[config.mk]
export PLATFORM = sky130hd
export DESIGN_NAME = gpu_ingress_buffer
export DESIGN_NICKNAME = d
export VERILOG_FILES = /design/src/rtl/noc_pkg.sv /design/src/rtl/sync_fifo.sv /design/src/rtl/gpu_ingress_buffer.sv
export SDC_FILE = /design/constraint.sdc
export NUM_CORES = 1
export LEC_CHECK = 0
export ABC_AREA = 1
export BUFFER_PORTS_ARGS = -buffer_cell sky130_fd_sc_hd__buf_2
export CAP_MARGIN = 10
export CELL_PAD_IN_SITES_DETAIL_PLACEMENT = 0
export CELL_PAD_IN_SITES_GLOBAL_PLACEMENT = 1
export CORE_MARGIN = 2
export CORE_UTILIZATION = 48
export DETAILED_ROUTE_END_ITERATION = 10
export PLACE_DENSITY_LB_ADDON = 0.1
export SLEW_MARGIN = 40
export SYNTH_ARGS = -nofsm -noshare
export SYNTH_HDL_FRONTEND = slang
export SYNTH_SLANG_ARGS = --single-unit
[constraint.sdc]
create_clock -name clk -period 3.16 [get_ports clk]
set_input_delay 0.474 -clock clk [delete_from_list [all_inputs] [get_ports clk]]
set_output_delay 0.474 -clock clk [all_outputs]
set_load 0.02 [all_outputs]
[src/rtl/noc_pkg.sv]
`default_nettype none
// +----------------------------------------------------------------------+
// | noc_pkg : shared NoC types and constants (address fields, flit, FSM) |
// | Revision: 1.0                                                        |
// +----------------------------------------------------------------------+
package noc_pkg;

  localparam int DWIDTH  = 16;
  localparam int ADDR_W  = 6;
  localparam int GRP_MSB = 5;
  localparam int GRP_LSB = 2;

  typedef struct packed {
    logic [ADDR_W-1:0] dest;
    logic [DWIDTH-1:0] data;
  } flit_t;

  typedef enum logic [1:0] {
    IDLE    = 2'd0,
    PRESENT = 2'd1,
    STALL   = 2'd2
  } ing_state_e;

endpackage
`default_nettype wire

[src/rtl/sync_fifo.sv]
`default_nettype none
// +----------------------------------------------------------------------+
// | sync_fifo : single-clock FIFO with occupancy count, full and empty   |
// | Revision: 1.0                                                        |
// +----------------------------------------------------------------------+
module sync_fifo #(
  parameter int WIDTH = 22,
  parameter int DEPTH = 8
) (
  input  logic                       clk,
  input  logic                       reset,
  input  logic                       wr_en_i,
  input  logic [WIDTH-1:0]           wr_data_i,
  input  logic                       rd_en_i,
  output logic [WIDTH-1:0]           rd_data_o,
  output logic [$clog2(DEPTH):0]     count_o,
  output logic                       full_o,
  output logic                       empty_o
);

  localparam int AW = $clog2(DEPTH);
  localparam int CW = AW + 1;

  logic [WIDTH-1:0] mem_q [DEPTH];
  logic [AW-1:0]    wr_ptr_q, wr_ptr_d;
  logic [AW-1:0]    rd_ptr_q, rd_ptr_d;
  logic [CW-1:0]    count_q, count_d;
  logic             wr_fire, rd_fire;

  assign full_o    = (count_q == CW'(DEPTH));
  assign empty_o   = (count_q == '0);
  assign count_o   = count_q;
  assign rd_data_o = mem_q[rd_ptr_q];

  assign wr_fire = wr_en_i && !full_o;
  assign rd_fire = rd_en_i && !empty_o;

  // Power-of-two depth lets the pointers wrap by plain overflow.
  always_comb begin
    wr_ptr_d = wr_ptr_q;
    rd_ptr_d = rd_ptr_q;
    count_d  = count_q;
    if (wr_fire) wr_ptr_d = wr_ptr_q + AW'(1);
    if (rd_fire) rd_ptr_d = rd_ptr_q + AW'(1);
    case ({wr_fire, rd_fire})
      2'b10:   count_d = count_q + CW'(1);
      2'b01:   count_d = count_q - CW'(1);
      default: count_d = count_q;
    endcase
  end

  always_ff @(posedge clk or posedge reset) begin
    if (reset) begin
      wr_ptr_q <= '0;
      rd_ptr_q <= '0;
      count_q  <= '0;
    end else begin
      wr_ptr_q <= wr_ptr_d;
      rd_ptr_q <= rd_ptr_d;
      count_q  <= count_d;
    end
  end

  always_ff @(posedge clk) begin
    if (wr_fire) mem_q[wr_ptr_q] <= wr_data_i;
  end

endmodule
`default_nettype wire

[src/rtl/gpu_ingress_buffer.sv]
`default_nettype none
// +----------------------------------------------------------------------+
// | gpu_ingress_buffer : GPU->router ingress FIFO with registered output |
// | and stall timeout. Optional macro GPU_INGRESS_DEST_CHECK_EN drops    |
// | flits addressed to SELF_ADDR.                                        |
// | Revision: 1.0                                                        |
// +----------------------------------------------------------------------+
module gpu_ingress_buffer #(
  parameter int                DWIDTH     = 16,
  parameter int                ADDR_W     = 6,
  parameter int                FIFO_DEPTH = 8,
  parameter int                HOLD_MAX   = 15,
  parameter logic [ADDR_W-1:0] SELF_ADDR  = 6'b010001
) (
  input  logic                          clk,
  input  logic                          reset,
  input  logic [DWIDTH-1:0]             gpu_data_i,
  input  logic                          gpu_valid_i,
  input  logic [ADDR_W-1:0]             gpu_dest_i,
  output logic                          gpu_ready_o,
  output logic [DWIDTH-1:0]             rtr_data_o,
  output logic                          rtr_valid_o,
  output logic [ADDR_W-1:0]             rtr_dest_addr_o,
  input  logic                          rtr_ready_i,
  output logic                          fifo_full_o,
  output logic                          fifo_empty_o,
  output logic [$clog2(FIFO_DEPTH):0]   fifo_count_o,
  output logic                          stall_timeout_o,
  output logic [7:0]                    drop_count_o
);

  import noc_pkg::*;

  localparam int         FW       = ADDR_W + DWIDTH;
  localparam logic [7:0] HOLD_LIM = 8'(HOLD_MAX);

`ifdef GPU_INGRESS_DEST_CHECK_EN
  localparam bit DEST_CHECK = 1'b1;
`else
  localparam bit DEST_CHECK = 1'b0;
`endif

  ing_state_e        state_q, state_d;
  logic [DWIDTH-1:0] data_q, data_d;
  logic [ADDR_W-1:0] dest_q, dest_d;
  logic [7:0]        stall_cnt_q, stall_cnt_d;
  logic [7:0]        drop_q, drop_d;

  logic              in_fire, drop_hit, enq, pop;
  logic [FW-1:0]     head;

  assign gpu_ready_o = !fifo_full_o;
  assign in_fire     = gpu_valid_i && gpu_ready_o;
  assign drop_hit    = DEST_CHECK && in_fire && (gpu_dest_i == SELF_ADDR);
  assign enq         = in_fire && !drop_hit;

  sync_fifo #(
    .WIDTH (FW),
    .DEPTH (FIFO_DEPTH)
  ) u_fifo (
    .clk       (clk),
    .reset     (reset),
    .wr_en_i   (enq),
    .wr_data_i ({gpu_dest_i, gpu_data_i}),
    .rd_en_i   (pop),
    .rd_data_o (head),
    .count_o   (fifo_count_o),
    .full_o    (fifo_full_o),
    .empty_o   (fifo_empty_o)
  );

  // An accept reloads from the FIFO head in the same edge to keep 1 flit/cycle.
  always_comb begin
    state_d     = state_q;
    data_d      = data_q;
    dest_d      = dest_q;
    stall_cnt_d = stall_cnt_q;
    pop         = 1'b0;
    case (state_q)
      IDLE: begin
        if (!fifo_empty_o) begin
          pop         = 1'b1;
          {dest_d, data_d} = head;
          stall_cnt_d = '0;
          state_d     = PRESENT;
        end
      end
      PRESENT, STALL: begin
        if (rtr_ready_i) begin
          stall_cnt_d = '0;
          if (!fifo_empty_o) begin
            pop     = 1'b1;
            {dest_d, data_d} = head;
            state_d = PRESENT;
          end else begin
            state_d = IDLE;
          end
        end else begin
          state_d = STALL;
          if (stall_cnt_q != HOLD_LIM) stall_cnt_d = stall_cnt_q + 8'd1;
        end
      end
      default: state_d = IDLE;
    endcase
  end

  always_comb begin
    drop_d = drop_q;
    if (drop_hit && (drop_q != 8'hFF)) drop_d = drop_q + 8'd1;
  end

  always_ff @(posedge clk or posedge reset) begin
    if (reset) begin
      state_q     <= IDLE;
      data_q      <= '0;
      dest_q      <= '0;
      stall_cnt_q <= '0;
      drop_q      <= '0;
    end else begin
      state_q     <= state_d;
      data_q      <= data_d;
      dest_q      <= dest_d;
      stall_cnt_q <= stall_cnt_d;
      drop_q      <= drop_d;
    end
  end

  assign rtr_valid_o     = (state_q != IDLE);
  assign rtr_data_o      = data_q;
  assign rtr_dest_addr_o = dest_q;
  assign stall_timeout_o = (state_q == STALL) && (stall_cnt_q == HOLD_LIM);
  assign drop_count_o    = drop_q;

endmodule
`default_nettype wire
# Word level (Yosys, flattened, before mapping)
# Memory sizes are Yosys's and may differ from the RTL's.
# Index checks and enable logic that the tools add are counted.
# Widths: inputs -> output; s select.
[op_classes]
n_reduce_logical = 14
n_eq_ne = 10
mux = 20
bitwise = 0
shift = 0
div_mod_pow = 0
magnitude_cmp = 0
mul = 0
addsub = 5
[ops]
columns = ["cell", "count"]
rows = [
  ["$mux 16", 2],
  ["$pmux 16 s2", 1],
  ["$mux 8", 3],
  ["$pmux 8 s2", 1],
  ["$mux 6", 2],
  ["$pmux 6 s2", 1],
  ["$add 8x1->8 const B", 1],
  ["$eq 8x4->1 const B", 1],
  ["$ne 8x4->1 const B", 1],
  ["$pmux 4 s2", 1],
  ["$add 3x1->3 const B", 2],
  ["$reduce_bool 2->1", 3],
  ["$mux 1", 5],
  ["$add 4x1->4 const B", 1],
  ["$eq 2x1->1 const B", 2],
  ["$eq 2x2->1 const B", 2],
  ["$eq 4x4->1 const B", 1],
  ["$logic_and 1x1->1", 4],
  ["$logic_not 4->1", 1],
  ["$mux 2", 2],
  ["$ne 2x2->1 const B", 2],
  ["$pmux 2 s2", 1],
  ["$sub 4x1->4 const B", 1],
  ["$ne 3x3->1 const B", 1],
  ["6 further kinds", 7],
]
[totals]
latchBits = 0
out_inout_bits = 39
regBits = 42
ram_bits = 176
memories = 1
word_cells = 57
rom_bits = 0
[mem_list]
columns = ["name", "words", "word_bits", "rd", "rd_clocked_by_memory_dff", "wr", "line", "source"]
rows = [
  ["u_fifo.mem_q", 8, 22, 1, 0, 1, "sync_fifo.sv:24", "logic [WIDTH-1:0] mem_q [DEPTH];"],
]

# Logic depth before layout (Yosys ltp)
[logic_depth]
depth_word = 7
depth_mapped = 13

# Hierarchy
# Synthesis repeated with hierarchy kept, for this count alone.
[unflattened]
cells_unflattened = 994
hier_area_um2 = 9759.4
[modules_own_cells]
columns = ["module", "area_each_um2", "cells_per_inst", "seq_area_each_um2", "n_inst"]
rows = [
  ["sync_fifo", 8196.6, 843, 5535.3, 1],
  ["gpu_ingress_buffer", 1562.7, 151, 800.8, 1],
]

# Worst setup path after synthesis
# OpenSTA, ideal clock, no wires.
[synth_path]
kind = "reg2reg"
startpoint = "reg u_fifo.count_q[2] (netlist: u_fifo.count_o[2])"
endpoint = "mem u_fifo.mem_q[0][0] (enable)"
setup_slack_ns = 0.503
arrival_ns = 2.256
setup_time_ns = 0.401
path_stages_with_launch = 6
cell_sequence = "dfrtp_1 inv_1 nand3_1 nand2_1 or2_1 nor2_1"
[synth_via]
elab_chain_len = 6
[synth_rtl]
columns = ["element", "line", "source"]
rows = [
  ["start, declared", "sync_fifo.sv:27", "logic [CW-1:0] count_q, count_d;"],
  ["start signal, assigned", "sync_fifo.sv:60", "count_q <= count_d;"],
  ["$eq 4x4->1 *", "sync_fifo.sv:30", "assign full_o = (count_q == CW'(DEPTH));"],
  ["$logic_not 1->1 *", "gpu_ingress_buffer.sv:52", "assign gpu_ready_o = !fifo_full_o;"],
  ["net gpu_ready_o", "gpu_ingress_buffer.sv:20", "output logic gpu_ready_o,"],
  ["$logic_and 1x1->1", "gpu_ingress_buffer.sv:53", "assign in_fire = gpu_valid_i && gpu_ready_o;"],
  ["$logic_and 1x1->1 *", "sync_fifo.sv:35", "assign wr_fire = wr_en_i && !full_o;"],
  ["$mux 1 *", "sync_fifo.sv:65", "if (wr_fire) mem_q[wr_ptr_q] <= wr_data_i;"],
  ["$mux 1 (not written as such) *", "sync_fifo.sv:65", ""],
  ["end, declared", "sync_fifo.sv:24", ""],
]
# The timed path passes the listed nets; every way through them passes the cells marked *.

# Worst setup path after layout
[layout_path]
startpoint = "reg state_q[1]"
endpoint = "reg u_fifo.count_q[2] (netlist: u_fifo.count_o[2])"
[layout_via]
elab_chain_len = 6
word_cells_on_any_way = 10
cone_classes = "eq/ne (4); mux (2); reduce/logical (4)"
[layout_rtl]
columns = ["element", "line", "source"]
rows = [
  ["start, declared", "gpu_ingress_buffer.sv:43", "ing_state_e state_q, state_d;"],
  ["start signal, assigned", "gpu_ingress_buffer.sv:120", "state_q <= state_d;"],
  ["$eq 2x2->1 / $eq 2x1->1 (equally long branches)", "gpu_ingress_buffer.sv:79", "case (state_q)"],
  ["$reduce_or 2->1", "gpu_ingress_buffer.sv:79", ""],
  ["$pmux 1 s2 *", "gpu_ingress_buffer.sv:79", ""],
  ["$logic_and 1x1->1 *", "sync_fifo.sv:36", "assign rd_fire = rd_en_i && !empty_o;"],
  ["net u_fifo.rd_fire", "sync_fifo.sv:28", "logic wr_fire, rd_fire;"],
  ["$eq 2x1->1 / $eq 2x2->1 (equally long branches)", "sync_fifo.sv:45", "case ({wr_fire, rd_fire})"],
  ["$pmux 4 s2 / $reduce_bool 2->1 (equally long branches)", "--", ""],
]
# Marks and branches as above.
# A chain may end at the register's enable or synchronous reset.

==> flow_summary.json <==
{
  "cap_violations": 0,
  "grt_pass1_vias": 5716,
  "switchingPower_w": 0.00386,
  "synth_ff_type": "edfxtp_1",
  "numPortBuffers": 56,
  "synth_warnings": 0,
  "syn_area_per_cell_sq_um": 11.3,
  "worst_slew_pin_slew_ns": 0.715,
  "finalHoldViolations": 0,
  "cp-startpoint": "state_q[1]",
  "ys_seq_elements": 218,
  "synth_commonest_cells": "nor2_1 (193), edfxtp_1 (176), nand2_1 (105), nand3_1 (78), o21ai_0 (75)",
  "cts_sinks": 218,
  "arrival_ns": 2.73,
  "outcome": "completed",
  "layout-drive-gt1-share": 0.143,
  "yosysMostFrequentCell": "nor2_1",
  "seq_area_frac_synth": 0.706,
  "synth_area_leaders": "edfxtp_1 (59%), dfrtp_1 (12%), nor2_1 (8.1%)",
  "r2r-end": "u_fifo.count_o[2]",
  "post_cts_buffers": 0,
  "fin_crit_sh": 0.748,
  "drt_iter0_drc": 428,
  "clock_skew_ns": 0.00902,
  "drv_slew": 0,
  "internal_power_w": 0.00617,
  "cp_slowest_cell": "dfrtp_1",
  "hp-class": "input port to async pin",
  "antenna_found_initial": 0,
  "slowest_delay_ns": 0.38,
  "vias_per_cell": 5.27,
  "p_leak_nw": 3.93,
  "powerDensity_nw_per_um2": 991,
  "cts_max_level": 1,
  "synthToLayoutAreaGrowth_pct": 12.8,
  "fin_tns_setup_ns": 0,
  "start_util": 0.494,
  "crit_required_ns": 3.53,
  "nets": 891,
  "clk_latency_ns": 0.50,
  "finalWorstSetupSlack_ns": 0.796,
  "die-area_sq_um": 19800,
  "synth_edf_count": 176,
  "cts_hold_repair.buffers": 0,
  "numCtsBuffers": 23,
  "fin_crit_ns": 2.36,
  "reg2reg_slack_ns": 0.80,
  "crit_top_cell": "ha_1",
  "rsz0062_at_grt": "false",
  "power_frac_comb": 0.370,
  "routed.top_layer": "met4",
  "wl_met1_microns": 8890,
  "worst_r2r_path_depth": 12,
  "p_total_w": 0.0100,
  "crit_cells": 12,
  "die_width_microns": 141,
  "yosys.area.top_type": "edfxtp_1",
  "cts_tree": "yes",
  "ys_types": 28,
  "drt_wl_total_microns": 19600,
  "regToRegStartpoint": "state_q[1]",
  "boundaryPins": 65,
  "syn_inst": 795,
  "setup_violations": 0,
  "netSwitchingFraction": 0.385,
  "wl_met3_microns": 1150,
  "antenna_cells": 0,
  "gp_congestion": 0.842,
  "path_class": "flop to flop",
  "multi_input_area_sq_um": 2300,
  "max-slew-margin-rel": 0.524,
  "die_h_microns": 141,
  "seq_area_sq_um": 6340,
  "crit_path_max_fanout": 7,
  "placementRows": 49,
  "dp.final_hpwl_microns": 11800,
  "fmax_ghz": 0.423,
  "clk_pin_slew_ns": 0.06,
  "synth_area_sq_um": 8970,
  "async_flop_share": 0.193,
  "routedWlPerCell_microns": 17.8,
  "clk_path_buf_depth": 3,
  "fillers": 1512,
  "core_sq_um": 18100,
  "worst_setup_path_start_kind": "flop",
  "seqPwrFrac": 0.393,
  "grt_overflow": 0,
  "crit_end": "u_fifo.count_o[2]",
  "synth_top_area_frac": 0.589,
  "root_buffer": "clkbuf_16",
  "drc_errors": 0,
  "p_clk_frac": 0.237,
  "met2_length_microns": 9200,
  "cp_num_buf_inv": 2,
  "place_ws_ns": 0.810,
  "grt_max_degree": 56,
  "worstSetupEndpointType": "flop",
  "grt.total_usage": 0.204,
  "drt_first_pass_iters": 5,
  "ir_worst_vdd_uv": 496,
  "vias": 5798,
  "grt_pass1_wl_microns": 31400,
  "drtAntennaViolNets": 0,
  "worstPathCellList": "inv_1 -> ha_1 -> a21oi_1 -> nor2_2 -> ha_1 -> nand2_1 -> inv_1 -> nor2_1 -> ha_1 -> a21oi_1 -> xor2_1 -> o21ai_0",
  "post_cts_resized": 0,
  "crit_family": "adder cells"
}
-- cells in the final DEF (no fill, tap or decap), types with 7 or more instances in the layout --
cell type / Yosys / routed
inv_1: 27 / 25
nor2_2: 2 / 10
o21ai_1: 18 / 18
buf_2: 18 / 56
conb_1: 1 / 8
edfxtp_1: 176 / 176
o21ai_0: 75 / 75
clkbuf_16: 0 / 23
buf_4: 10 / 17
clkinv_2: 0 / 7
nand3_1: 78 / 78
nor2_1: 193 / 185
nand2_1: 105 / 105
dfrtp_1: 42 / 41
ha_1: 9 / 9
-- kinds of logic (layout without fill, tap and decap cells) --
group,Yosys count,in the layout,share of synthesized area
buffers and inverters,76,146,0.0419
adder cells (fa/ha/maj),9,9,0.0126
AND/OR/NAND/NOR,386,386,0.177
flip-flops,218,218,0.706
XOR/XNOR,8,8,0.00781
other,1,8,0.000418
AO/OA/AOI/OAI,97,97,0.0543
-- final cells by class --
class                      count  area share
clock buffer                  29      0.0591
clock inverter                12     0.00594
inverter                      32      0.0122
multi-input combinational    508       0.228
sequential                   218       0.626
tap                          229      0.0283
timing repair buffer          73      0.0403
-- worst reg2reg max path: cells and delay by family, from the launching register on --
kind | cells | cell delay, ns
DFF | 1 | 0.38
xor gates and xnor gates | 1 | 0.15
adders and majority gates | 3 | 0.78
buffers and inverters | 2 | 0.14
and+or+nand+nor | 3 | 0.41
AOI/OAI and AO/OA | 3 | 0.37
-- routing by layer --
layer | up-vias | GRT usage
met5 | - | 0
met4 | 0 | 0.0500
met3 | 24 | 0.0323
met2 | 163 | 0.328
met1 | 2785 | 0.296
li1 | 2826 | -
-- metrics by stage --
step           area (sq um)  hold slack [ns]  utilization  cells
2_1_floorplan          8990            0.474            -    802
3_3_place_gp           9460            0.459        0.521   1060
3_5_place_dp           9460            0.461        0.521   1060
4_1_cts               10100           0.0721        0.557   1101
5_1_grt               10100            0.103        0.558   1101
6_report              10100           0.0602        0.558   1101
-- how the worst min path moves through the flow --
| stage | to | cells after the start |
|---|---|---|
| after floorplan | stall_cnt_q[1] | 2 |
| after global placement | rtr_dest_addr_o[1] | 2 |
| after detailed placement | rtr_data_o[12] | 2 |
| after CTS | state_q[0] | 2 |
| after global routing | rtr_data_o[6] | 2 |
| final | rtr_data_o[9] | 2 |
-- flip-flops by register name, indices dropped and copies added, names as in the netlist --
register	flops
u_fifo.wr_ptr_q	3
u_fifo.count_o	4
u_fifo.mem_q	176
state_q	2
rtr_data_o	16
stall_cnt_q	8
u_fifo.rd_ptr_q	3
rtr_dest_addr_o	6
-- power groups by stage --
stage / clock network (W) / registers, W / logic (W)
final: 0.00238 / 0.00394 / 0.00371
after global placement: 0 / 0.00397 / 0.00369
after floorplan: 0 / 0.00418 / 0.00247
after detailed placement: 0 / 0.00399 / 0.00376
after global routing: 0.00255 / 0.00399 / 0.00421
after CTS: 0.00243 / 0.00394 / 0.00378
Note: power is estimated with default switching activity, not from simulation.
